### config.mk
export PLATFORM = sky130hd
export DESIGN_NAME = instr_fetch_unit
export DESIGN_NICKNAME = d
export VERILOG_FILES = /design/src/rtl/instr_fetch_unit.sv
export SDC_FILE = /design/constraint.sdc
export NUM_CORES = 1
export LEC_CHECK = 0
export ABC_CLOCK_PERIOD_IN_PS = 12220
export CAP_MARGIN = 30
export CORE_MARGIN = 4
export CORE_UTILIZATION = 26
export DETAILED_ROUTE_END_ITERATION = 8
export GPL_TIMING_DRIVEN = 0
export PLACE_DENSITY = 0.53
export SYNTH_ARGS = -nofsm -noshare
export SYNTH_HDL_FRONTEND = slang
export SYNTH_SLANG_ARGS = --single-unit
### constraint.sdc
create_clock -name clk -period 12.22 [get_ports clk]
set_input_delay 2.444 -clock clk [delete_from_list [all_inputs] [get_ports clk]]
set_output_delay 2.444 -clock clk [all_outputs]
set_load 0.005 [all_outputs]
### src/rtl/instr_fetch_unit.sv
// instr_fetch_unit: issues IMemory reads, tracks the one in-flight word and queues {pc, instr} for decode.
// Credit rule: a read is only issued when the FIFO is sure to have room for the returning word.
module instr_fetch_unit #(
    parameter int          ADDR_W   = 10,
    parameter int          DEPTH    = 2,
    parameter logic [31:0] RESET_PC = 32'h0
) (
    input  logic              clk,
    input  logic              rst,
    input  logic              fetch_en,
    input  logic              redirect_valid,
    input  logic [31:0]       redirect_pc,
    output logic              imem_en,
    output logic [ADDR_W-1:0] imem_addr,
    input  logic [31:0]       imem_rdata,
    output logic              out_valid,
    input  logic              out_ready,
    output logic [31:0]       out_pc,
    output logic [31:0]       out_instr
);
    localparam int PW = (DEPTH > 1) ? $clog2(DEPTH) : 1;
    localparam int CW = $clog2(DEPTH + 1);

    logic [31:0]   fetch_pc;
    logic [31:0]   inflight_pc;
    logic          inflight;
    logic [CW-1:0] count;
    logic [PW-1:0] rd_ptr;
    logic [PW-1:0] wr_ptr;
    logic [63:0]   fifo_mem [DEPTH];
    logic          pop;
    logic          issue;

    always_comb begin
        out_valid = (count != '0) & ~rst;
        pop       = out_valid & out_ready;
        issue     = fetch_en & ~redirect_valid & ~rst &
                    (({1'b0, count} + (CW+1)'(inflight)) < ((CW+1)'(DEPTH) + (CW+1)'(pop)));
        imem_en   = issue;
        imem_addr = fetch_pc[ADDR_W+1:2];
        out_pc    = fifo_mem[rd_ptr][63:32];
        out_instr = fifo_mem[rd_ptr][31:0];
    end

    always_ff @(posedge clk) begin
        if (rst) begin
            fetch_pc <= RESET_PC;
            inflight <= 1'b0;
            count    <= '0;
            rd_ptr   <= '0;
            wr_ptr   <= '0;
        end else begin
            inflight <= issue;
            if (issue) begin
                inflight_pc <= fetch_pc;
                fetch_pc    <= fetch_pc + 32'd4;
            end
            if (redirect_valid) begin
                fetch_pc <= redirect_pc & ~32'h3;
                count    <= '0;
                rd_ptr   <= '0;
                wr_ptr   <= '0;
            end else begin
                // a word is captured the cycle after its read, even if fetching has since paused
                if (inflight) begin
                    fifo_mem[wr_ptr] <= {inflight_pc, imem_rdata};
                    wr_ptr <= (wr_ptr == PW'(DEPTH - 1)) ? '0 : wr_ptr + 1'b1;
                end
                if (pop)
                    rd_ptr <= (rd_ptr == PW'(DEPTH - 1)) ? '0 : rd_ptr + 1'b1;
                count <= count + CW'(inflight) - CW'(pop);
            end
        end
    end
endmodule

=== Word level (Yosys, flattened, before mapping) ===
Memory sizes are Yosys's and may differ from the RTL's. A register that Yosys moved wholly into a read port is not among the register bits.
Index checks and enable logic that the tools add are counted.

* Add/sub/neg operators: 7
* Multiply operators: 0
* Div/mod/pow operators: 0
* $lt $le $gt $ge: 1
* Equality and inequality tests: 0
* Shift-type cells: 0
* Multiplexer cells: 10
* Bitwise logic cells: 7
* Reduce and logical (&&, ||, !) cells: 4

{| class="wikitable"
|+ Operators with widths
! kind !! number
|-
| $mux 32 || 2
|-
| $add 32x3->32 const B || 1
|-
| $mux 1 || 8
|-
| $and 1x1->1 || 5
|-
| $reduce_bool 2->1 || 2
|-
| $add 2x1->3 || 1
|-
| $add 2x1->3 const A || 1
|-
| $lt 3x3->1 || 1
|-
| $add 1x1->1 const B || 2
|-
| $add 2x1->2 || 1
|-
| $not 1->1 || 2
|-
| $reduce_and 2->1 || 1
|-
| $reduce_or 2->1 || 1
|-
| $sub 2x1->2 || 1
|}

* Bits in registers: 69
* Latch bits: 0
* RAM bits: 128
* Memory bits (read-only): 0
* Bits of input ports: 69
* Output and inout bits: 76
* Logic and storage cells: 37
* Memories: 1

{| class="wikitable"
|+ Memory list
! memory !! words !! bits a word !! rd ports !! clocked after memory_dff !! wr ports !! RTL line !! source
|-
| fifo_mem || 2 || 64 || 1 || 1 || 1 || 30 || <nowiki>logic [63:0] fifo_mem [DEPTH];</nowiki>
|}

=== Depth between registers and ports, before layout ===
Gate-level depths: netlist of run 1.

* Depth in word-level cells: 8
* Depth in mapped cells: 8
* Mapped depth without buffers: 8

=== Least setup slack after synthesis of run 1 ===
No wires, ideal clock.

* Path type: input to register
* Start point: input port redirect_valid
* End point: memory fifo_mem[0][0] (enable)
* Library setup time: 482 ps
* Data arrival time: 5,678 ps
* Slack: 6,060 ps
* Cell stages on the path: 5
* Path through: clkbuf_1 clkbuf_1 nor2_1 nand2_1 nor2_1

* Word-level cells in the longest chain between the ends: 3

{| class="wikitable"
|+ Ends and longest elaborated chain
! item !! RTL line !! source
|-
| start: declaration || 11 || <nowiki>input logic redirect_valid,</nowiki>
|-
| $mux 1 || 58 || <nowiki>if (redirect_valid) begin</nowiki>
|-
| $mux 1 || 46 || <nowiki>if (rst) begin</nowiki>
|-
| $mux 1 (implied by the code) || 66 || <nowiki>fifo_mem[wr_ptr] <= {inflight_pc, imem_rdata};</nowiki>
|-
| end: declaration || 30 ||
|}

Every way passes these cells.

=== Worst setup path in the final report of run 1 ===
* Start point: input port rst
* End point: output port imem_en

* Word-level cells in the longest chain between the ends: 6
* Elaborated cells on any way between the ends: 7
* Classes of those cells: add/sub (1); order compare (1); bitwise (5)

{| class="wikitable"
|+ Ends and longest elaborated chain
! item !! RTL line !! source
|-
| start: declaration || 9 || <nowiki>input logic rst,</nowiki>
|-
| $not 1->1 (*) || 35, 37 ||
|-
| $and 1x1->1 || 35 || <nowiki>out_valid = (count != '0) & ~rst;</nowiki>
|-
| $and 1x1->1 || 36 || <nowiki>pop = out_valid & out_ready;</nowiki>
|-
| $add 2x1->3 || 38 || <nowiki>(({1'b0, count} + (CW+1)'(inflight)) < ((CW+1)'(DEPTH) + (CW+1)'(pop)));</nowiki>
|-
| $lt 3x3->1 || 38 ||
|-
| $and 1x1->1 (*) || 37 || <nowiki>issue = fetch_en & ~redirect_valid & ~rst &</nowiki>
|-
| end: declaration || 13 || <nowiki>output logic imem_en,</nowiki>
|}

Mark *: on every way between the ends. The rest lies on a longest branch, timed or not.

==> results of run 1 <==
## power by group through the flow
stage	Clock (W)	Combinational [W]	Sequential, W
2_1_floorplan	0	0.0000310	0.000735
3_3_place_gp	0	0.0000759	0.000739
4_1_cts	0.000575	0.0000789	0.000725
6_report	0.000557	0.0000777	0.000725
5_1_grt	0.000600	0.0000843	0.000726
3_5_place_dp	0	0.0000784	0.000739
## cells in the final DEF (no fill, tap or decap), types with 3 or more instances in the layout
cell type / synthesis / final
a2111oi_0: 3 / 3
a211oi_1: 10 / 10
a21oi_1: 12 / 11
a311oi_1: 4 / 4
a31oi_1: 5 / 5
and2_1: 4 / 4
and4_1: 8 / 8
buf_12: 0 / 3
buf_4: 12 / 12
bufinv_16: 0 / 3
clkbuf_1: 17 / 17
clkbuf_16: 0 / 17
clkdlybuf4s50_1: 0 / 140
clkinv_1: 1 / 4
dfxtp_1: 36 / 36
edfxtp_1: 154 / 154
ha_1: 5 / 5
inv_1: 10 / 10
inv_6: 0 / 4
mux2_2: 64 / 64
nand2_1: 21 / 21
nand2b_1: 3 / 3
nand3_1: 9 / 9
nand4_1: 11 / 11
nor2_1: 20 / 19
nor3_1: 7 / 7
o2111a_1: 3 / 3
o2111ai_1: 4 / 4
o21ai_0: 4 / 4
o311a_1: 3 / 3
or3_1: 5 / 5
or4_1: 3 / 3
xnor2_1: 10 / 10
xor2_1: 5 / 5
## path summary, 6_finish.rpt
path                start              end
max reg2reg      inflight   inflight_pc[7]
min          fetch_pc[31]  inflight_pc[31]
max                   rst          imem_en
min reg2reg  fetch_pc[31]  inflight_pc[31]
## synth_stat cells (4+ instances only)
library cell | n | area, sq um
inv_1 | 10 | 37.5
a21oi_1 | 12 | 60.1
nand4_1 | 11 | 68.8
xnor2_1 | 10 | 87.6
buf_4 | 12 | 90.1
mux2_2 | 64 | 721
nand3_1 | 9 | 45.0
ha_1 | 5 | 62.6
a211oi_1 | 10 | 75.1
nand2_1 | 21 | 78.8
a31oi_1 | 5 | 31.3
clkbuf_1 | 17 | 63.8
xor2_1 | 5 | 43.8
a311oi_1 | 4 | 35.0
and4_1 | 8 | 70.1
or3_1 | 5 | 31.3
and2_1 | 4 | 25.0
edfxtp_1 | 154 | 4620
nor3_1 | 7 | 35.0
o21ai_0 | 4 | 20.0
o2111ai_1 | 4 | 35.0
nor2_1 | 20 | 75.1
dfxtp_1 | 36 | 721
## metal layers
layer,track usage,share of wire,vias to the layer above
met5,0,0,-
met1,0.151,0.45,2315
li1,-,-,2254
met3,0.0247,0.047,19
met4,0.0351,0.015,0
met2,0.191,0.49,154
## sequential cells by signal, indices dropped and copies added (netlist names), named ones only
register     count
count            2
fetch_pc        30
fifo_mem       124
inflight         1
inflight_pc     30
rd_ptr           1
wr_ptr           1
## worst max-delay path: stages
cell and delay [ns]:
clkdlybuf4s50_1 0.50, nor4b_2 0.32, nand3_1 0.33, buf_2 0.35
a21oi_1 0.35, clkdlybuf4s50_1 0.61
## metrics by stage
stage               setup WS, ns   util  instance area, sq um
floorplan                   6.06      -                  7650
global placement            3.05  0.330                  9540
detailed placement          4.88  0.334                  9650
CTS                         4.88  0.355                 10200
global route                4.77  0.355                 10200
finish                      4.87  0.355                 10200
## area by class of cell
class / count / area share
clock inverters: 15 / 0.0162
plain buffers: 33 / 0.0175
clock buffers: 17 / 0.0415
inverters: 11 / 0.00403
flip-flops and latches: 190 / 0.522
well taps: 384 / 0.0469
multi-input cells: 261 / 0.206
repair buffers: 145 / 0.146
## kinds of logic after synthesis
family | after synthesis
and+or+nand+nor | 104
AOI/OAI and AO/OA | 69
buffers and inverters | 44
DFF | 190
xor gates and xnor gates | 15
other | 1
muxes | 66
adders and majority gates | 5
==> flow_summary_export.csv, run 1 <==
group,metric,value,unit
outcome,status,"finished, final reports clean",
worst_setup_path,start_kind,"input port",
die,die_w,180,microns
synthesis,ys.flop_type,"edfxtp_1",
sta,finalSetupTns,0,ns
worst_setup_path,worstRegToRegCells,7,
place,finalWeightedCongestion,0.814,
worst_setup_path,r2r_slack,9.36,ns
sta,fin_skew,0.00957,ns
sta,finalHoldViolCount,0,
final_layout,num-fill-cells,2814,
worst_setup_path,worstPathArrival,4.90,ns
place,dp_cells,1023,
grt,grt_max_degree,33,
detailed_routing,routed_wl,18800,microns
detailed_routing,drt_drc_violations_left,0,
detailed_routing,wire_per_inst,17.8,microns
synthesis,ys_warn_count,0,
detailed_routing,drt_iter0_markers,272,
sta,fmax,136,MHz
grt,grt_pass1_vias,4813,
synthesis,ys_seq_elements,190,
synthesis,synth_simple_gate_area_frac,0.0760,
synthesis,synthArstFlopShare,0,
synthesis,synth-compound-area-share,0.0739,
die,initial_utilization,0.265,
worst_setup_path,cp_max_fo,10,
synthesis,synth_area,7650,sq um
synthesis,yosys.area_share.adder,0.00818,
power,ir_worst_vdd,0.0894,mV
power,power.internal,0.00108,W
power,swShare,0.207,
cts,clk_pin_slew,0.07,ns
place,dp.final_hpwl,13500,microns
worst_setup_path,cp.required,9.78,ns
worst_setup_path,endpoint_kind,"output pin",
sta,final_max_slew_viol_count,0,
power,clkPwrFrac,0.410,
sta,fin_crit_sh,0.601,
sta,maxSlewHeadroom,0.540,
final_layout,finalNonFillerCells,1056,
synthesis,synthXorXnorAreaFrac,0.0172,
die,die_h,180,microns
cts,clk_latency,0.42,ns
grt,antenna_found_initial,0,
grt,globalRouteTotalUtil,0.115,
cts,cts_root_buf,"clkbuf_16",
sta,rsz0062_at_grt,"false",
power,cellPowerDensity,133,nW/um^2
grt,overflow,0,
hold_path,hold_depth,0,
cts,hold_buffers,0,
detailed_routing,drt_pre_antenna_iters,4,
cts,cts_resized,0,
detailed_routing,final_antenna_net_count,0,
final_layout,multi_input_area,2110,sq um
final_layout,diodes,0,
worst_setup_path,path_class,"input port to output pin",
synthesis,yosysSeqAreaShare,0.699,
sta,tightest_slew,0.689,ns
synthesis,ys_types,61,
synthesis,synth_edf_count,154,
final_layout,area_delta_synth_final,33.9,%
cts,post-cts-setup-buffers,0,
power,pwr-share-comb,0.057,
die,design.core.area,28900,sq um
power,p_sw,0.000282,W
synthesis,synth_mux_area_frac,0.0968,
final_layout,drive_gt1_frac,0.185,
sta,timing.hold.ws,0.443,ns
final_layout,final-seq-area,5350,sq um
cts,cts.sinks,190,
hold_path,hp-class,"register to register",
power,p_leak,3.29,nW
final_layout,num-nets-final,733,
detailed_routing,num_vias,4742,
power,seq_power_share,0.533,
synthesis,synth_top_family_by_area,"multiplexers",
cts,cts_tree,"built",
sta,setup_viol,0,
die,io_pins,145,
synthesis,syn_area_per_cell,15.5,sq um
grt,grt_pass1_wl,28700,microns
synthesis,syn_inst,494,
cts,clockBufferDepth,2,
die,rows,62,
power,finalPower,0.00136,W
die,die-area,32200,sq um
sta,period_minus_slack,7.35,ns
cts,numCtsBuffers,17,
detailed_routing,routed_via_density,4.49,
cts,cts_max_level,4,
flow_run,cap_violations,0,
place,portBuffers,140,
Power figures use the tool's default switching activity.
==> inputs of run 2 (changes only) <==
Settings changed: ABC_CLOCK_PERIOD_IN_PS 12220 to 7200.
Clock period 12.22 ns to 7.2 ns, I/O delays scaled along.
==> results of run 2 <==
The final DEF is identical to that of run 1. Status: finished, final reports clean.
Among the figures that moved: setup slack after placement 4.88 ns -> 1.87 ns; setup slack after layout 4.87 ns -> 1.86 ns; register-to-register setup slack 9.36 ns -> 4.34 ns; total power 0.00136 W -> 0.00231 W; worst IR drop on VDD 0.0894 mV -> 0.152 mV
==> inputs of run 3 (changes only) <==
Settings changed: ABC_CLOCK_PERIOD_IN_PS 7200 to 4500, PLACE_DENSITY 0.53 to 0.54.
Clock period 7.2 ns to 4.5 ns, I/O delays scaled along.
==> run 3 against run 2 <==
Net effect: wire length shrank 2.6%; design area up 0.17%; worst setup slack lost 1.6 ns; clock skew grew 0.00064 ns; sequential cell count unchanged; die area is the same; combinational power up 59%; sequential share of layout area shrank 0.089 points; register-to-register slack worse by 2.6 ns; critical path depth did not move; sequential power rose by 60%; critical path type unchanged; critical endpoint unchanged; largest cell class unchanged.
==> flow_summary_export.csv, run 3 (synthesized netlist as in run 1, its figures left out) <==
group,metric,value,unit
power,finalPower,0.00369,W
place,finalWeightedCongestion,0.860,
detailed_routing,routed_via_density,4.46,
cts,cts_root_buf,"clkbuf_16",
final_layout,mostFrequentLayoutCell,"edfxtp_1",
grt,grt_use_met1,0.144,
worst_setup_path,worstPathArrival,3.33,ns
sta,fmax,237,MHz
worst_setup_path,endpoint_kind,"output pin",
worst_setup_path,cp_slowest_cell,"clkdlybuf4s50_1",
detailed_routing,final_antenna_net_count,0,
place,dp.final_hpwl,13300,microns
detailed_routing,num_vias,4710,
flow_run,cap_violations,0,
final_layout,drive_gt1_frac,0.188,
worst_setup_path,cp.required,3.60,ns
worst_setup_path,cp_common_cell,"clkdlybuf4s50_1",
cts,clk_latency,0.43,ns
cts,clk_pin_slew,0.07,ns
cts,hold_buffers,0,
final_layout,top_regs,"fifo_mem x124, fetch_pc x30, inflight_pc x30",
detailed_routing,drt_iter0_markers,223,
power,ir_worst_vdd,0.269,mV
grt,grt_busiest_layer,"met2",
worst_setup_path,r2r_slack,1.71,ns
sta,rsz0062_at_grt,"false",
die,rows,62,
cts,numCtsBuffers,17,
final_layout,layout_common_cells,"154 x edfxtp_1, 140 x clkdlybuf4s50_1, 64 x mux2_2, 36 x dfxtp_1, 21 x nand2_1",
worst_setup_path,cp_max_fo,10,
detailed_routing,drt_pre_antenna_iters,5,
grt,grt_pass1_wl,27700,microns
detailed_routing,drt_drc_violations_left,0,
die,design.core.area,28900,sq um
cts,cts_tree,"built",
sta,final_max_slew_viol_count,0,
detailed_routing,wire_per_inst,17.4,microns
sta,maxSlewHeadroom,0.266,
sta,finalHoldViolCount,0,
sta,tightest_slew,1.09,ns
place,place_area,9660,sq um
worst_setup_path,crit_chain,"clkdlybuf4s50_1, nor4b_2, nand3_1, buf_2, a21oi_1, clkdlybuf4s50_1",
hold_path,hp-class,"register to register",
place,portBuffers,140,
die,initial_utilization,0.265,
grt,use_met3,0.0354,
grt,grt_max_degree,48,
die,io_pins,145,
die,die_h,180,microns
final_layout,regMostFlops,"fifo_mem",
sta,setup_viol,0,
die,die_w,180,microns
sta,fin_skew,0.0102,ns
worst_setup_path,worstRegToRegCells,6,
sta,period_minus_slack,4.23,ns
power,p_leak,3.30,nW
worst_setup_path,start_kind,"input port",
die,die-area,32200,sq um
final_layout,largest_reg_flops,124,
final_layout,diodes,0,
grt,antenna_found_initial,0,
cts,cts_max_level,4,
worst_setup_path,path_class,"input port to output pin",
grt,overflow,0,
cts,cts.sinks,190,
final_layout,num-nets-final,732,
power,cellPowerDensity,360,nW/um^2
cts,post-cts-setup-buffers,0,
final_layout,area_delta_synth_final,34.2,%
hold_path,hold_depth,0,
final_layout,design_area,10300,sq um
grt,grtUsageMet2,0.186,
sta,fin_crit_sh,0.939,
cts,clockBufferDepth,2,
grt,grt_pass1_vias,4630,
cts,cts_resized,0,
sta,finalSetupTns,0,ns
detailed_routing,routed_wl,18300,microns
grt,globalRouteTotalUtil,0.112,
worst_setup_path,slowest_delay,0.61,ns
outcome,status,"finished, final reports clean",
run 3: metal layers:
layer,up-vias,wire length (microns),part of all wire
met4,0,108,0.0059
met1,2310,8230,0.45
met3,9,1010,0.055
li1,2244,-,-
met2,147,8990,0.49
met5,-,0,0
run 3: cell type report:
type / count / area [sq um]
inverter: 11 / 41.3
buffer: 33 / 179
clock inverter: 15 / 176
tap: 384 / 480
sequential: 190 / 5350
clock buffer: 17 / 425
fill: 2827 / 18600
timing repair buffer: 144 / 1500
multi-input combinational: 261 / 2110
run 3: where the power goes:
group,total [W],internal [W],switching (W)
combinational,0.000210,0.000121,0.0000889
clock,0.00151,0.000839,0.000676
sequential,0.00197,0.00193,0.0000368
total,0.00369,0.00289,0.000801
run 3: stage by stage:
stage | util | hold slack (ns) | cells | setup slack (ns)
floorplan | - | 0.408 | 495 | 0.923
global placement | 0.331 | 0.423 | 1019 | -1.38
detailed placement | 0.335 | 0.429 | 1023 | 0.309
CTS | 0.356 | 0.446 | 1055 | 0.302
global route | 0.356 | 0.456 | 1055 | 0.167
finish | 0.356 | 0.441 | 1055 | 0.273
run 3: worst max-delay path, delay by kind of cell:
kind            cells  cell delay, ns
compound gates      1            0.33
simple gates        2            0.65
buf+inv             3            1.43
run 3: path summary, 6_finish.rpt:
kind                start         endpoint
max                   rst          imem_en
min reg2reg  fetch_pc[31]  inflight_pc[31]
min          fetch_pc[31]  inflight_pc[31]
max reg2reg      inflight     fetch_pc[13]
